[src/rtl/cv_core_array_router.sv]
// cv_core_array_router
//   Front-end between the data loader and NUM_CORES conv cores.
//   - Inbound beats are registered and steered to one core (id) or broadcast.
//   - The selected core's output returns through a 2-entry skid buffer.
//   - Output selection only switches while the skid buffer is empty.
//   - idle is the AND of all core idles, an empty buffer and no pending inbound beat.
//   - param_rd is the registered parameter slice of core id.
//   Optional: define CV_ROUTER_PERF_EN to build saturating beat/stall counters;
//   otherwise perf_beats and perf_stalls are tied to zero.
module cv_core_array_router #(
   parameter int unsigned NUM_CORES = 4,
   parameter int unsigned DATA_W    = 16,
   parameter int unsigned PARAM_W   = 13
) (
   input  logic                            clk,
   input  logic                            rst,
   input  logic [7:0]                      id,
   input  logic                            broadcast,
   input  logic                            din_valid,
   input  logic [DATA_W-1:0]               din_data,
   output logic [NUM_CORES-1:0]            core_din_valid,
   output logic [DATA_W-1:0]               core_din_data,
   input  logic [NUM_CORES-1:0]            core_dout_valid,
   input  logic [NUM_CORES*DATA_W-1:0]     core_dout_data,
   output logic [NUM_CORES-1:0]            core_dout_ready,
   output logic                            dout_valid,
   input  logic                            dout_ready,
   output logic [DATA_W-1:0]               dout_data,
   input  logic [NUM_CORES-1:0]            core_idle,
   output logic                            idle,
   input  logic [NUM_CORES*8*PARAM_W-1:0]  core_param,
   output logic [8*PARAM_W-1:0]            param_rd,
   output logic [31:0]                     perf_beats,
   output logic [31:0]                     perf_stalls
);

   localparam int unsigned LP_PW = 8 * PARAM_W;

   // Inbound stage registers
   logic [NUM_CORES-1:0] r_in_valid;
   logic [DATA_W-1:0]    r_in_data;

   // Output selection and skid buffer (r_e0 is always the head)
   logic [7:0]           r_sel;
   logic [1:0]           r_cnt;
   logic [DATA_W-1:0]    r_e0;
   logic [DATA_W-1:0]    r_e1;

   // Parameter readback register
   logic [LP_PW-1:0]     r_param;

   // Decoded / muxed combinational values
   logic [NUM_CORES-1:0] w_onehot;
   logic [NUM_CORES-1:0] w_ready;
   logic                 w_sel_valid;
   logic [DATA_W-1:0]    w_sel_data;
   logic [LP_PW-1:0]     w_param_nxt;
   logic                 w_not_full;
   logic                 w_push;
   logic                 w_pop;

   assign w_not_full = (r_cnt != 2'd2);

   // Decode id/sel: out-of-range indices match no core, so they select nothing
   always_comb begin
      w_onehot    = '0;
      w_ready     = '0;
      w_sel_valid = 1'b0;
      w_sel_data  = '0;
      w_param_nxt = '0;
      for (int unsigned i = 0; i < NUM_CORES; i++) begin
         if (id == 8'(i)) begin
            w_onehot[i] = 1'b1;
            w_param_nxt = core_param[i*LP_PW +: LP_PW];
         end
         if (r_sel == 8'(i)) begin
            w_ready[i]  = w_not_full;
            w_sel_valid = core_dout_valid[i];
            w_sel_data  = core_dout_data[i*DATA_W +: DATA_W];
         end
      end
   end

   assign w_push = w_sel_valid && w_not_full;
   assign w_pop  = (r_cnt != 2'd0) && dout_ready;

   // Inbound stage: one-cycle registered steering of the loader stream
   always_ff @(posedge clk) begin
      if (rst) begin
         r_in_valid <= '0;
         r_in_data  <= '0;
      end else begin
         if (din_valid) begin
            r_in_valid <= broadcast ? '1 : w_onehot;
            r_in_data  <= din_data;
         end else begin
            r_in_valid <= '0;
         end
      end
   end

   // Selection may only move while nothing is buffered and nothing is entering
   always_ff @(posedge clk) begin
      if (rst) begin
         r_sel <= '0;
      end else if ((r_cnt == 2'd0) && !w_push) begin
         r_sel <= id;
      end
   end

   // Skid buffer: entries shift toward r_e0 so the head is always r_e0
   always_ff @(posedge clk) begin
      if (rst) begin
         r_cnt <= '0;
         r_e0  <= '0;
         r_e1  <= '0;
      end else begin
         case ({w_push, w_pop})
            2'b10: begin
               if (r_cnt == 2'd0) r_e0 <= w_sel_data;
               else               r_e1 <= w_sel_data;
               r_cnt <= r_cnt + 2'd1;
            end
            2'b01: begin
               r_e0  <= r_e1;
               r_cnt <= r_cnt - 2'd1;
            end
            2'b11: begin
               // push only happens below full, so here count is 1: new beat becomes head
               if (r_cnt == 2'd1) begin
                  r_e0 <= w_sel_data;
               end else begin
                  r_e0 <= r_e1;
                  r_e1 <= w_sel_data;
               end
            end
            default: ;
         endcase
      end
   end

   // Parameter readback, reloaded every cycle from the addressed core
   always_ff @(posedge clk) begin
      if (rst) begin
         r_param <= '0;
      end else begin
         r_param <= w_param_nxt;
      end
   end

   assign core_din_valid  = r_in_valid;
   assign core_din_data   = r_in_data;
   assign core_dout_ready = w_ready;
   assign dout_valid      = (r_cnt != 2'd0);
   assign dout_data       = r_e0;
   assign param_rd        = r_param;
   assign idle            = (&core_idle) && (r_cnt == 2'd0) && (r_in_valid == '0);

`ifdef CV_ROUTER_PERF_EN
   logic [31:0] r_beats;
   logic [31:0] r_stalls;

   // Saturating transfer and stall counters, cleared only by reset
   always_ff @(posedge clk) begin
      if (rst) begin
         r_beats  <= '0;
         r_stalls <= '0;
      end else begin
         if (w_pop && (r_beats != '1)) r_beats <= r_beats + 32'd1;
         if ((r_cnt != 2'd0) && !dout_ready && (r_stalls != '1)) r_stalls <= r_stalls + 32'd1;
      end
   end

   assign perf_beats  = r_beats;
   assign perf_stalls = r_stalls;
`else
   assign perf_beats  = '0;
   assign perf_stalls = '0;
`endif

endmodule

[config.mk]
export PLATFORM = sky130hd
export DESIGN_NAME = cv_core_array_router
export DESIGN_NICKNAME = d
export VERILOG_FILES = /design/src/rtl/cv_core_array_router.sv
export SDC_FILE = /design/constraint.sdc
export NUM_CORES = 1
export LEC_CHECK = 0
export ABC_CLOCK_PERIOD_IN_PS = 3700
export CAP_MARGIN = 40
export CORE_AREA = 2 2 279 281
export DETAILED_ROUTE_END_ITERATION = 8
export DIE_AREA = 0 0 281 283
export DONT_BUFFER_PORTS = 1
export PLACE_DENSITY_LB_ADDON = 0.12
export SYNTH_ARGS = -nofsm -noshare
export SYNTH_HDL_FRONTEND = slang
export SYNTH_SLANG_ARGS = --single-unit
[constraint.sdc]
create_clock -name clk -period 3.7 [get_ports clk]
set_clock_uncertainty 0.1 [all_clocks]
set_input_delay 0.37 -clock clk [delete_from_list [all_inputs] [get_ports clk]]
set_output_delay 0.37 -clock clk [all_outputs]
set_load 0.02 [all_outputs]
### Yosys cells after proc, flatten, opt, wreduce, memory -nomap -nowiden

Cells that the tools add are included.

| storage, ports and cells | value |
|---|---|
| bits in read-only memories | 0 |
| memories | 0 |
| memory bits (writable) | 0 |
| bits in latches | 0 |
| logic and storage cells | 70 |
| register bits after elaboration | 166 |

| operators by class | value |
|---|---|
| multiplexer cells | 28 |
| reduce and logical (&&, ||, !) cells | 18 |
| $mul | 0 |
| add/sub/neg operators | 2 |
| equality and inequality tests | 14 |
| shifts and indexed selects | 0 |
| $lt $le $gt $ge | 0 |
| divide/modulo/power cells | 0 |
| bitwise gates (word level) | 1 |

Operator list:

| operator | count |
|---|---|
| $mux W104 | 4 |
| $mux W16 | 8 |
| $pmux W16 S3 | 1 |
| $eq A8 B2 Y1 const B | 4 |
| $pmux W16 S2 | 1 |
| $eq A8 B1 Y1 const B | 2 |
| $logic_not A8 Y1 | 2 |
| $mux W1 | 12 |
| $ne A2 B2 Y1 const B | 4 |
| $reduce_bool A2 Y1 | 3 |
| $logic_and A1 B1 Y1 | 5 |
| $eq A2 B1 Y1 const B | 2 |
| $eq A2 B2 Y1 const B | 2 |
| $logic_not A4 Y1 | 1 |
| $mux W4 | 1 |
| $pmux W2 S2 | 1 |
| $reduce_and A4 Y1 | 1 |
| $reduce_and A3 Y1 | 1 |
| $reduce_bool A3 Y1 | 1 |
| $add A2 B1 Y2 const B | 1 |
| $logic_not A2 Y1 | 1 |
| $reduce_and A2 Y1 | 1 |
| $reduce_or A2 Y1 | 1 |
| $sub A2 B1 Y2 const B | 1 |
| other kinds (2) | 2 |

### Logic depth before layout (Yosys ltp)

Gate-level depths: netlist of run 1.

| depth | value |
|---|---|
| word-level depth | 9 |
| depth in mapped cells | 12 |
| depth with buffers taken out | 10 |

### Least setup slack after synthesis of run 1

OpenSTA, ideal clock, no wires.

| path | value |
|---|---|
| kind | flip-flop to flip-flop |
| start | reg r_cnt[0] |
| end | reg r_e0[11] (netlist: dout_data[11]) |
| library setup time | 0.091 ns |
| data arrival time | 2.502 ns |
| path buffers | 1 |
| clock period less this slack | 2.693 ns |
| cell stages (with the launch flop) | 12 |
| slack | 1.007 ns |
| path through | dfxtp_1 -> inv_1 -> ha_1 -> inv_1 -> nand2_1 -> inv_1 -> ha_1 -> nand2_1 -> a2111oi_4 -> buf_6 -> nand2_1 -> a311oi_1 |

| between the ends | value |
|---|---|
| cells in the longest elaborated chain, start to end | 5 |
| elaborated cells between the ends (all ways) | 14 |

RTL lines:

| item | RTL line | source |
|---|---|---|
| from (decl) | 45 | `logic [1:0] r_cnt;` |
| from (signal assigned) | 122 | `r_cnt <= r_cnt + 2'd1;` |
| from (signal assigned) | 126 | `r_cnt <= r_cnt - 2'd1;` |
| $reduce_bool A2 Y1 * | - |  |
| named net dout_valid | 26 | `output logic dout_valid,` |
| $logic_and A1 B1 Y1 * | 85 | `assign w_pop = (r_cnt != 2'd0) && dout_ready;` |
| $eq A2 B2 Y1 or $eq A2 B1 Y1 (tied branches) | 118 | `case ({w_push, w_pop})` |
| $ne A2 B2 Y1 (no source line) or $reduce_bool A3 Y1 (tied branches) | - |  |
| $reduce_and A2 Y1 (no source line) | - |  |
| to (signal assigned) | 120 | `if (r_cnt == 2'd0) r_e0 <= w_sel_data;` |
| to (signal assigned) | 125 | `r_e0 <= r_e1;` |
| to (signal assigned) | 131 | `r_e0 <= w_sel_data;` |
| to (decl) | 46 | `logic [DATA_W-1:0] r_e0;` |

The timed path passes the listed nets; every way through them passes the cells marked *.
A chain may end at the register's enable or synchronous reset.

### Final worst setup path of run 1

| path | value |
|---|---|
| start | reg r_cnt[0] |
| end | reg r_e1[13] |

| between the ends | value |
|---|---|
| cells in the longest elaborated chain, start to end | 5 |
| elaborated cells between the ends (all ways) | 13 |

RTL lines:

| item | RTL line | source |
|---|---|---|
| $reduce_bool A2 Y1 * | - |  |
| named net dout_valid | 26 |  |
| $logic_and A1 B1 Y1 * | 85 |  |
| $eq A2 B2 Y1 | 118 |  |
| $ne A2 B2 Y1 (no source line) or $reduce_bool A2 Y1 (tied branches) | - |  |
| $reduce_and A3 Y1 (no source line) | - |  |
| to (signal assigned) | 121 | `else r_e1 <= w_sel_data;` |
| to (signal assigned) | 134 | `r_e1 <= w_sel_data;` |
| to (decl) | 47 | `logic [DATA_W-1:0] r_e1;` |

Marks and branches as above.

==> results of run 1 <==
==> Yosys cell counts (3+ instances only) <==
master / count
mux2_2: 18
buf_1: 10
o2bb2ai_1: 16
mux2i_1: 38
a22o_1: 16
a21oi_1: 3
ha_1: 6
a31oi_1: 3
buf_2: 10
inv_1: 8
nand3_1: 3
mux4_2: 87
nor2b_1: 88
buf_4: 66
nand2_1: 19
o22ai_1: 18
dfxtp_1: 166
nor3_1: 19
nor4_1: 4
nor2_1: 66
a21o_1: 16
clkbuf_1: 39
a32oi_1: 16
a311oi_1: 16
==> critical path: stages (launching register included) <==
cell,delay [ns]
dfxtp_1,0.37
inv_1,0.07
ha_1,0.26
inv_1,0.30
nand2_1,0.13
inv_1,0.24
ha_1,0.24
nand2_1,0.16
a21oi_1,0.65
buf_4,0.31
a22o_1,0.16
==> layout make-up <==
class                           count  area (um2)
Sequential cell                   166        3323
Multi-Input combinational cell    538        4907
Tap cell                         1040        1301
Clock buffer                       19       452.9
Clock inverter                     13       160.2
Antenna cell                        4       10.01
Timing Repair Buffer              102        1028
Fill cell                        8547       65490
Inverter                            8       30.03
==> final timing paths <==
| path | startpoint | end | slack [ns] | depth (start not counted) |
|---|---|---|---|---|
| max reg2reg | r_cnt[0]$_SDFFE_PP0P_ | r_e1[13]$_SDFFE_PP0P_ | 0.65 | 10 |
| max | r_cnt[0]$_SDFFE_PP0P_ | r_e1[13]$_SDFFE_PP0P_ | 0.65 | 10 |
| min reg2reg | r_e1[7]$_SDFFE_PP0P_ | r_e1[7]$_SDFFE_PP0P_ | 0.39 | 1 |
| min | id[0] | param_rd[3]$_SDFF_PP0_ | 0.05 | 2 |
==> power breakdown <==
| group | total [mW] | internal (mW) | switching, mW |
|---|---|---|---|
| Sequential | 2.21 | 1.95 | 0.264 |
| Clock | 1.94 | 1.05 | 0.889 |
| Combinational | 1.65 | 0.720 | 0.927 |
| Total | 5.80 | 3.72 | 2.08 |
==> what timing repair did <==
action,4_1_cts,5_1_grt
gates resized for setup,0,0
setup endpoints to repair,0,0
hold buffers,81,0
hold endpoints to repair,76,0
==> kinds of logic (layout without fill, tap and decap cells) <==
kind of cell | count (synthesis) | after routing | share of synthesized area, %
muxes | 143 | 143 | 29.02
buffers and inverters | 135 | 142 | 8.925
xor gates and xnor gates | 2 | 2 | 0.2000
AOI/OAI and AO/OA | 112 | 112 | 10.58
and+or+nand+nor | 211 | 211 | 12.45
DFF | 166 | 166 | 37.93
adders and majority gates | 6 | 6 | 0.8568
other | 1 | 68 | 0.04280
==> per-layer routing <==
layer	track usage, %	wire [um]
met3	3.571	3479
met1	11.49	16200
met5	0	92
met4	3.757	1116
met2	17.94	21360
==> through the flow <==
step | util, % | power [mW] | instance area [um2] | hold WS (ns) | std cells
final | 14.62 | 5.801 | 11210 | 0.05055 | 1890
after global routing | 14.61 | 6.177 | 11210 | 0.01712 | 1888
after CTS | 14.61 | 5.976 | 11200 | 0.00005412 | 1886
after detailed placement | 12.71 | 3.838 | 9752 | 0.3554 | 1773
after floorplan | - | 3.454 | 8999 | 0.3501 | 839
after global placement | 12.68 | 3.836 | 9724 | 0.3565 | 1772
==> state kept, by name, summed over array words and instances, names as in the netlist <==
signal          cells
dout_data          16
param_rd          104
r_sel               8
core_din_data      16
core_din_valid      4
r_cnt               2
r_e1               16
==> placed cells by master, fill, tap and decap left out, types with 3 or more instances in the layout <==
| master | count |
|---|---|
| a21o_1 | 16 |
| a21oi_1 | 3 |
| a22o_1 | 16 |
| a311oi_1 | 16 |
| a31oi_1 | 3 |
| a32oi_1 | 16 |
| buf_4 | 19 |
| clkbuf_16 | 17 |
| clkinv_4 | 3 |
| conb_1 | 64 |
| dfxtp_1 | 166 |
| diode_2 | 4 |
| dlygate4sd3_1 | 79 |
| ha_1 | 6 |
| inv_1 | 8 |
| inv_6 | 4 |
| inv_8 | 3 |
| mux2_2 | 18 |
| mux2i_1 | 38 |
| mux4_2 | 87 |
| nand2_1 | 19 |
| nand3_1 | 3 |
| nor2_1 | 66 |
| nor2b_1 | 88 |
| nor3_1 | 19 |
| nor4_1 | 4 |
| o22ai_1 | 18 |
| o2bb2ai_1 | 16 |
==> results.yml, run 1 <==
outcome:
  outcome: "completed"
timing:
  setup_slack_ns: 0.6461
  rsz0062_at_grt: "false"
  setup_viol: 0
  maxSlewHeadroom_pct: 48.17
  drv_slew: 0
  period_share_pct: 82.54
  period_minus_slack_ns: 3.054
  clock.fmax_mhz: 327.4
  worst_pin_slew_ns: 0.7775
  finalSetupTns_ns: 0
  final_hold_viol_count: 0
floorplan:
  core_mm2: 0.07670
  die_w_um: 281
  rows: 102
  ioPinCount: 727
  start_util_pct: 11.42
  dieHeight_um: 283
  die_area_mm2: 0.07952
setup_path:
  critPathRequiredTime_ns: 4.02
  worstPathMaxFanout: 9
  path_class: "reg -> reg"
  start_kind: "flop"
  critPathCaptureType: "flop"
  cp.arrival_ns: 3.37
detailed_routing:
  vias: 6738
  wl_per_cell_um: 22.35
  via_per_inst: 3.565
  drt_iter0_markers: 367
  drt_first_pass_iters: 5
  drtAntennaViolNets: 0
  wirelength_um: 42250
  drc: 0
placement:
  dp_slack_ns: 0.6022
  dp_hpwl_um: 32220
  gp_congestion: 0.7892
  portBuffers: 0
global_route:
  grt_overflow: 0
  grt_pass1_wl_um: 56510
  antenna_found_initial: 14
  grt_start_max_net_pins: 109
  grt_pass1_vias: 7084
  grt_usage_pct: 10.30
synthesis:
  avgSynthCellArea_um2: 11.29
  postSynth.asyncResetShare_pct: 0
  synth_flop_cell: "dfxtp_1"
  ys_seq_area_share_pct: 37.93
  synth_cells: 776
  ys_warn_count: 0
  synth_top_area_cell: "dfxtp_1"
  synthesis.area_mm2: 0.008762
  synth.distinct_cells: 43
  synth_edf_count: 0
  synth_area_leaders: "dfxtp_1 (38%), mux4_2 (22%), nor2b_1 (6.3%)"
  yosysTopAreaCellShare_pct: 37.93
  ys_ff_latch: 166
pwr:
  vdd_drop_max_mv: 0.3078
  powerDensity_mw_per_mm2: 517.3
  p_leak_nw: 3.887
worst_hold_path:
  holdCritPathClass: "in -> reg"
clock_network:
  clock_latency_ns: 0.47
  clock_sinks: 166
  cts_buffers: 17
  cts_setup_buffers: 0
  clk_pin_slew_ns: 0.07
  cts_max_level: 4
  cts_tree: "yes"
  clockBufferDepth: 2
  root_buffer: "clkbuf_16"
finish:
  drive_above_1_share_pct: 19.74
  area_growth_pct: 27.97
  nNetsFinal: 1356
flow_run:
  cap_violations: 0
Note: power is estimated with default switching activity, not from simulation.
==> inputs of run 2 (changes only) <==
Settings changed: ABC_CLOCK_PERIOD_IN_PS 3700 to 3000.
Clock period 3.7 ns to 3 ns, I/O delays scaled along.
==> run 2 against run 1 <==
Effect of this change:
- fmax increased by 11%
- non-clock buffer count increased by 35
- critical path depth rose by 1
- sequential cell count unchanged
- largest cell class unchanged
- largest power group unchanged
- sequential share of layout area down 0.81 points
- register-to-register slack got worse by 0.39 ns
- cell count is 1.9% higher
==> results.yml, run 2 (synthesis gave the netlist of run 1 again) <==
timing:
  drv_slew: 0
  finalSetupTns_ns: 0
  period_share_pct: 91.31
  worst_pin_slew_ns: 0.7288
  rsz0062_at_grt: "false"
  final_hold_viol_count: 0
  setup_viol: 0
  clock.fmax_mhz: 365.1
  maxSlewHeadroom_pct: 51.26
  period_minus_slack_ns: 2.739
  setup_slack_ns: 0.2608
setup_path:
  cp.depth: 11
  cp_num_buf_inv: 3
  critPathMaxStageDelay_ns: 0.40
  cp.arrival_ns: 3.02
  r2r_slack_ns: 0.26
  critPathCaptureType: "flop"
  r2r_end: "dout_data[10]$_SDFFE_PP0P_"
  crit_chain: "inv_1 -> ha_1 -> nor3_1 -> nand3_1 -> inv_1 -> ha_1 -> nand2_1 -> a2111oi_4 -> buf_6 -> nand2_1 -> a311oi_1"
  worstReg2RegStart: "r_cnt[0]$_SDFFE_PP0P_"
  r2r_cells: 11
  critPathRequiredTime_ns: 3.28
  start_kind: "flop"
  slowest_stage: "a2111oi_4"
  worstPathMaxFanout: 16
  path_class: "reg -> reg"
  cp_top_family: "compound AO/OA/AOI/OAI gates"
finish:
  final_common_cell: "dfxtp_1"
  final_area_mm2: 0.01153
  multi_input_area_mm2: 0.004911
  nNetsFinal: 1391
  regArea_mm2: 0.003323
  largest_reg_flops: 104
  post-route-util_pct: 15.03
  drive_above_1_share_pct: 20.20
  fillCellCount: 8574
  area_growth_pct: 31.56
  most-common-layout-cells: "dfxtp_1 (166), dlygate4sd3_1 (104), nor2b_1 (88)"
global_route:
  grt_pass1_wl_um: 57150
  antenna_found_initial: 16
  grt_usage_pct: 10.42
  grt_overflow: 0
  grt_start_max_net_pins: 93
  grt_pass1_vias: 7315
worst_hold_path:
  hold_path_end: "dout_data[14]$_SDFFE_PP0P_"
  holdCritPathClass: "in -> reg"
  hold_depth: 3
  worstHoldStart: "core_dout_data[30]"
pwr:
  total_power_mw: 7.193
  powerDensity_mw_per_mm2: 624.0
  vdd_drop_max_mv: 0.4125
  p_leak_nw: 4.049
placement:
  dp_hpwl_um: 32190
  gp_congestion: 0.7949
  dp_slack_ns: 0.2277
  postPlaceCellArea_mm2: 0.009787
  portBuffers: 0
floorplan:
  ioPinCount: 727
  core_mm2: 0.07670
  die_w_um: 281
  die_area_mm2: 0.07952
  dieHeight_um: 283
  rows: 102
  start_util_pct: 11.42
detailed_routing:
  drt_iter0_markers: 295
  wl_per_cell_um: 22.13
  drc: 0
  vias: 6802
  drt_first_pass_iters: 4
  wirelength_um: 42620
  via_per_inst: 3.532
  drtAntennaViolNets: 0
clock_network:
  root_buffer: "clkbuf_16"
  clock_sinks: 166
  cts_tree: "yes"
  cts_buffers: 17
  clk_pin_slew_ns: 0.08
  clockBufferDepth: 2
  cts_max_level: 4
  clock_latency_ns: 0.47
  cts_setup_buffers: 0
outcome:
  outcome: "completed"
flow_run:
  cap_violations: 0
[run 2: cell count changes in the layout (fill, tap and decap cells not counted), moves of 2 or more]
cell / before / now
buf_4: 19 / 29
inv_8: 3 / 1
inv_6: 4 / 2
clkinv_8: 0 / 2
dlygate4sd3_1: 79 / 104
clkinvlp_4: 0 / 2
[run 2: per-layer routing]
layer  part of all wire (%)  GRT usage, %
met5                   0.26             0
met4                    2.6         4.505
met3                    7.9         3.381
met2                     51         18.19
met1                     38         11.48
[run 2: per-stage QoR]
step                      cells  hold slack (ns)
after floorplan             839           0.3177
after global placement     1782           0.2842
after detailed placement   1782           0.2868
after CTS                  1921      0.000001665
after global routing       1925          0.02530
final                      1926          0.05967
[run 2: report_power, final]
group	internal (mW)	switching, mW	total (mW)	leakage (nW)
logic	0.937	1.17	2.10	2.41
clock network	1.27	1.10	2.37	0.294
registers	2.40	0.317	2.72	1.35
[run 2: how the worst max path moves through the flow]
stage,from,to,slack (ns)
final,r_cnt[0]$_SDFFE_PP0P_,dout_data[10]$_SDFFE_PP0P_,0.26
after detailed placement,r_cnt[0]$_SDFFE_PP0P_,r_e1[5]$_SDFFE_PP0P_,0.23
after global placement,r_sel[0]$_SDFFE_PP0P_,r_e1[4]$_SDFFE_PP0P_,0.21
after CTS,r_cnt[0]$_SDFFE_PP0P_,r_e1[5]$_SDFFE_PP0P_,0.17
after global routing,r_cnt[0]$_SDFFE_PP0P_,dout_data[13]$_SDFFE_PP0P_,0.02
after floorplan,r_cnt[0]$_SDFFE_PP0P_,dout_data[11]$_SDFFE_PP0P_,0.31
[run 2: cell type report]
| type | instances | share of cell area [%] |
|---|---|---|
| multi-input combinational | 538 | 42.60 |
| antenna | 5 | 0.1085 |
| clock buffer | 18 | 3.810 |
| tap | 1040 | 11.29 |
| timing repair buffer | 137 | 11.60 |
| sequential | 166 | 28.83 |
| inverter | 8 | 0.2605 |
| clock inverter | 14 | 1.498 |
[run 2: worst register-to-register path, stage by stage (launching register included)]
cell	delay, ns
dfxtp_1	0.38
inv_1	0.08
ha_1	0.25
nor3_1	0.21
nand3_1	0.14
inv_1	0.11
ha_1	0.19
nand2_1	0.19
a2111oi_4	0.40
buf_6	0.25
nand2_1	0.08
a311oi_1	0.26
[run 2: repair_timing]
item | 4_1_cts | 5_1_grt
hold endpoints to repair | 98 | 0
hold buffers | 107 | 0
resized for setup | 0 | 2
endpoints found under the setup margin | 0 | 17
==> inputs of run 3 (changes only) <==
Settings changed: ABC_CLOCK_PERIOD_IN_PS 3000 to 3500.
Clock period 3 ns to 3.5 ns, I/O delays scaled along.
==> run 3 against run 2 <==
Effect of this change:
- global-route usage decreased by 0.25 points
- fmax decreased by 11%
- utilization decreased by 0.34 points
- setup slack improved by 0.16 ns
- register-to-register slack improved by 0.16 ns
- largest cell class unchanged
- design area decreased by 2.2%
- via count decreased by 1.1%
==> results.yml, run 3 (synthesis gave the netlist of run 1 again) <==
finish:
  largest_reg_flops: 104
  fillCellCount: 8590
  most-common-layout-cells: "dfxtp_1 (166), nor2b_1 (88), mux4_2 (87)"
  final_common_cell: "dfxtp_1"
  drive_above_1_share_pct: 19.58
  finalNonFillerCells: 1901
  nNetsFinal: 1364
  area_growth_pct: 28.62
placement:
  gp_congestion: 0.7788
  dp.cells: 1774
  dp_hpwl_um: 32090
  portBuffers: 0
pwr:
  clockPowerShare_pct: 33.0
  p_int_mw: 3.898
  p_leak_nw: 3.916
  p_sw_mw: 2.220
  vdd_drop_max_mv: 0.3223
  powerDensity_mw_per_mm2: 542.9
  p_seq_share_pct: 38.3
  p_comb_share_pct: 28.7
  switching_share_pct: 36.29
timing:
  period_minus_slack_ns: 3.083
  finalSetupTns_ns: 0
  final_hold_viol_count: 0
  drv_slew: 0
  clock.fmax_mhz: 324.4
  period_share_pct: 88.07
  rsz0062_at_grt: "false"
  maxSlewHeadroom_pct: 44.28
  worst_pin_slew_ns: 0.8357
  setup_viol: 0
setup_path:
  cp_num_buf_inv: 3
  critPathCaptureType: "flop"
  crit_chain: "inv_1 -> ha_1 -> inv_1 -> nand2_1 -> inv_1 -> ha_1 -> nor2b_1 -> o21a_1 -> a32oi_1 -> a311oi_1"
  critPathMaxStageDelay_ns: 0.67
  critPathRequiredTime_ns: 3.77
  worstReg2RegStart: "r_cnt[0]$_SDFFE_PP0P_"
  cpMostUsedCell: "inv_1"
  slowest_stage: "o21a_1"
  cp.arrival_ns: 3.35
  setup.worst_path.start: "r_cnt[0]$_SDFFE_PP0P_"
  path_class: "reg -> reg"
  worstPathMaxFanout: 16
  cp_top_family: "compound AO/OA/AOI/OAI gates"
  start_kind: "flop"
global_route:
  grt_overflow: 0
  grt_start_max_net_pins: 109
  grt_pass1_wl_um: 55800
  grt_pass1_vias: 7067
  grt_usage_pct: 10.17
  antenna_found_initial: 12
worst_hold_path:
  worstHoldStart: "core_dout_data[54]"
  holdCritPathClass: "in -> reg"
detailed_routing:
  highest_layer: "met5"
  drt_first_pass_iters: 4
  wl_per_cell_um: 22.14
  drc: 0
  drtAntennaViolNets: 0
  vias: 6725
  wl_met1_um: 16200
  drt_iter0_markers: 324
  wl_met2_um: 21200
  wirelength_um: 42090
  wl_met3_um: 3461
  via_per_inst: 3.538
clock_network:
  cts_max_level: 4
  clk_pin_slew_ns: 0.07
  cts_tree: "yes"
  root_buffer: "clkbuf_16"
  clock_latency_ns: 0.47
  cts_buffers: 17
  cts_resized: 0
  clock_sinks: 166
  clockBufferDepth: 2
floorplan:
  die_w_um: 281
  die_area_mm2: 0.07952
  ioPinCount: 727
  dieHeight_um: 283
  start_util_pct: 11.42
  rows: 102
  core_mm2: 0.07670
outcome:
  outcome: "completed"
flow_run:
  cap_violations: 0
-- run 3: cell types whose count changed in the layout (fill, tap and decap cells not counted), sizes merged --
cell	before	now
buf	33	24
clkinvlp	2	1
clkinv	7	4
diode	5	8
inv	11	15
dlygate4sd3	104	86
clkbuf	18	17
-- run 3: timing repair --
item | in CTS | in global routing
hold buffers | 88 | 0
hold endpoints to repair | 78 | 0
setup buffers | 0 | 0
endpoints found under the setup margin | 0 | 0
-- run 3: per-stage QoR --
step / total power [mW] / hold slack, ns / area (um2) / util [%] / setup WS (ns)
floorplan: 3.652 / 0.3501 / 8999 / - / 0.8067
global placement: 4.076 / 0.3345 / 9732 / 12.69 / 0.4991
detailed placement: 4.082 / 0.3357 / 9747 / 12.71 / 0.3928
CTS: 6.306 / 0.0004965 / 11250 / 14.67 / 0.3783
global route: 6.474 / 0.02054 / 11250 / 14.67 / 0.1203
finish: 6.118 / 0.05410 / 11270 / 14.69 / 0.4174
-- run 3: final cells by class --
type                            count  area, um2  share of cell area (%)
Multi-Input combinational cell    538       4907                   43.54
Tap cell                         1040       1301                   11.55
Clock buffer                       17      425.4                   3.775
Antenna cell                        8      20.02                  0.1776
Clock inverter                     14      168.9                   1.499
Sequential cell                   166       3323                   29.49
Timing Repair Buffer              110       1094                   9.704
Inverter                            8      30.03                  0.2665
-- run 3: power by group through the flow --
stage | Combinational [mW] | Sequential [mW] | Clock (mW)
floorplan | 1.34 | 2.31 | 0
global placement | 1.68 | 2.40 | 0
detailed placement | 1.68 | 2.40 | 0
CTS | 1.79 | 2.35 | 2.16
global route | 1.90 | 2.36 | 2.21
finish | 1.76 | 2.34 | 2.02
-- run 3: worst reg2reg max path, stage by stage, from the launching register on --
cell      delay [ns]
dfxtp_1         0.36
inv_1           0.07
ha_1            0.26
inv_1           0.32
nand2_1         0.14
inv_1           0.24
ha_1            0.24
nor2b_1         0.14
o21a_1          0.67
a32oi_1         0.13
a311oi_1        0.32
-- run 3: routing by layer --
| layer | vias to the layer above | global-route usage (%) |
|---|---|---|
| met5 | - | 0 |
| met4 | 10 | 4.184 |
| met3 | 56 | 3.463 |
| met2 | 420 | 17.64 |
| met1 | 3338 | 11.28 |
| li1 | 2901 | - |
-- run 3: path summary, 6_finish.rpt --
check | end | cells after the start | slack, ns
setup / recovery | dout_data[0]$_SDFFE_PP0P_ | 10 | 0.42
hold / removal | r_e1[6]$_SDFFE_PP0P_ | 2 | 0.05
setup reg to reg | dout_data[0]$_SDFFE_PP0P_ | 10 | 0.42
hold reg to reg | r_e1[1]$_SDFFE_PP0P_ | 1 | 0.38
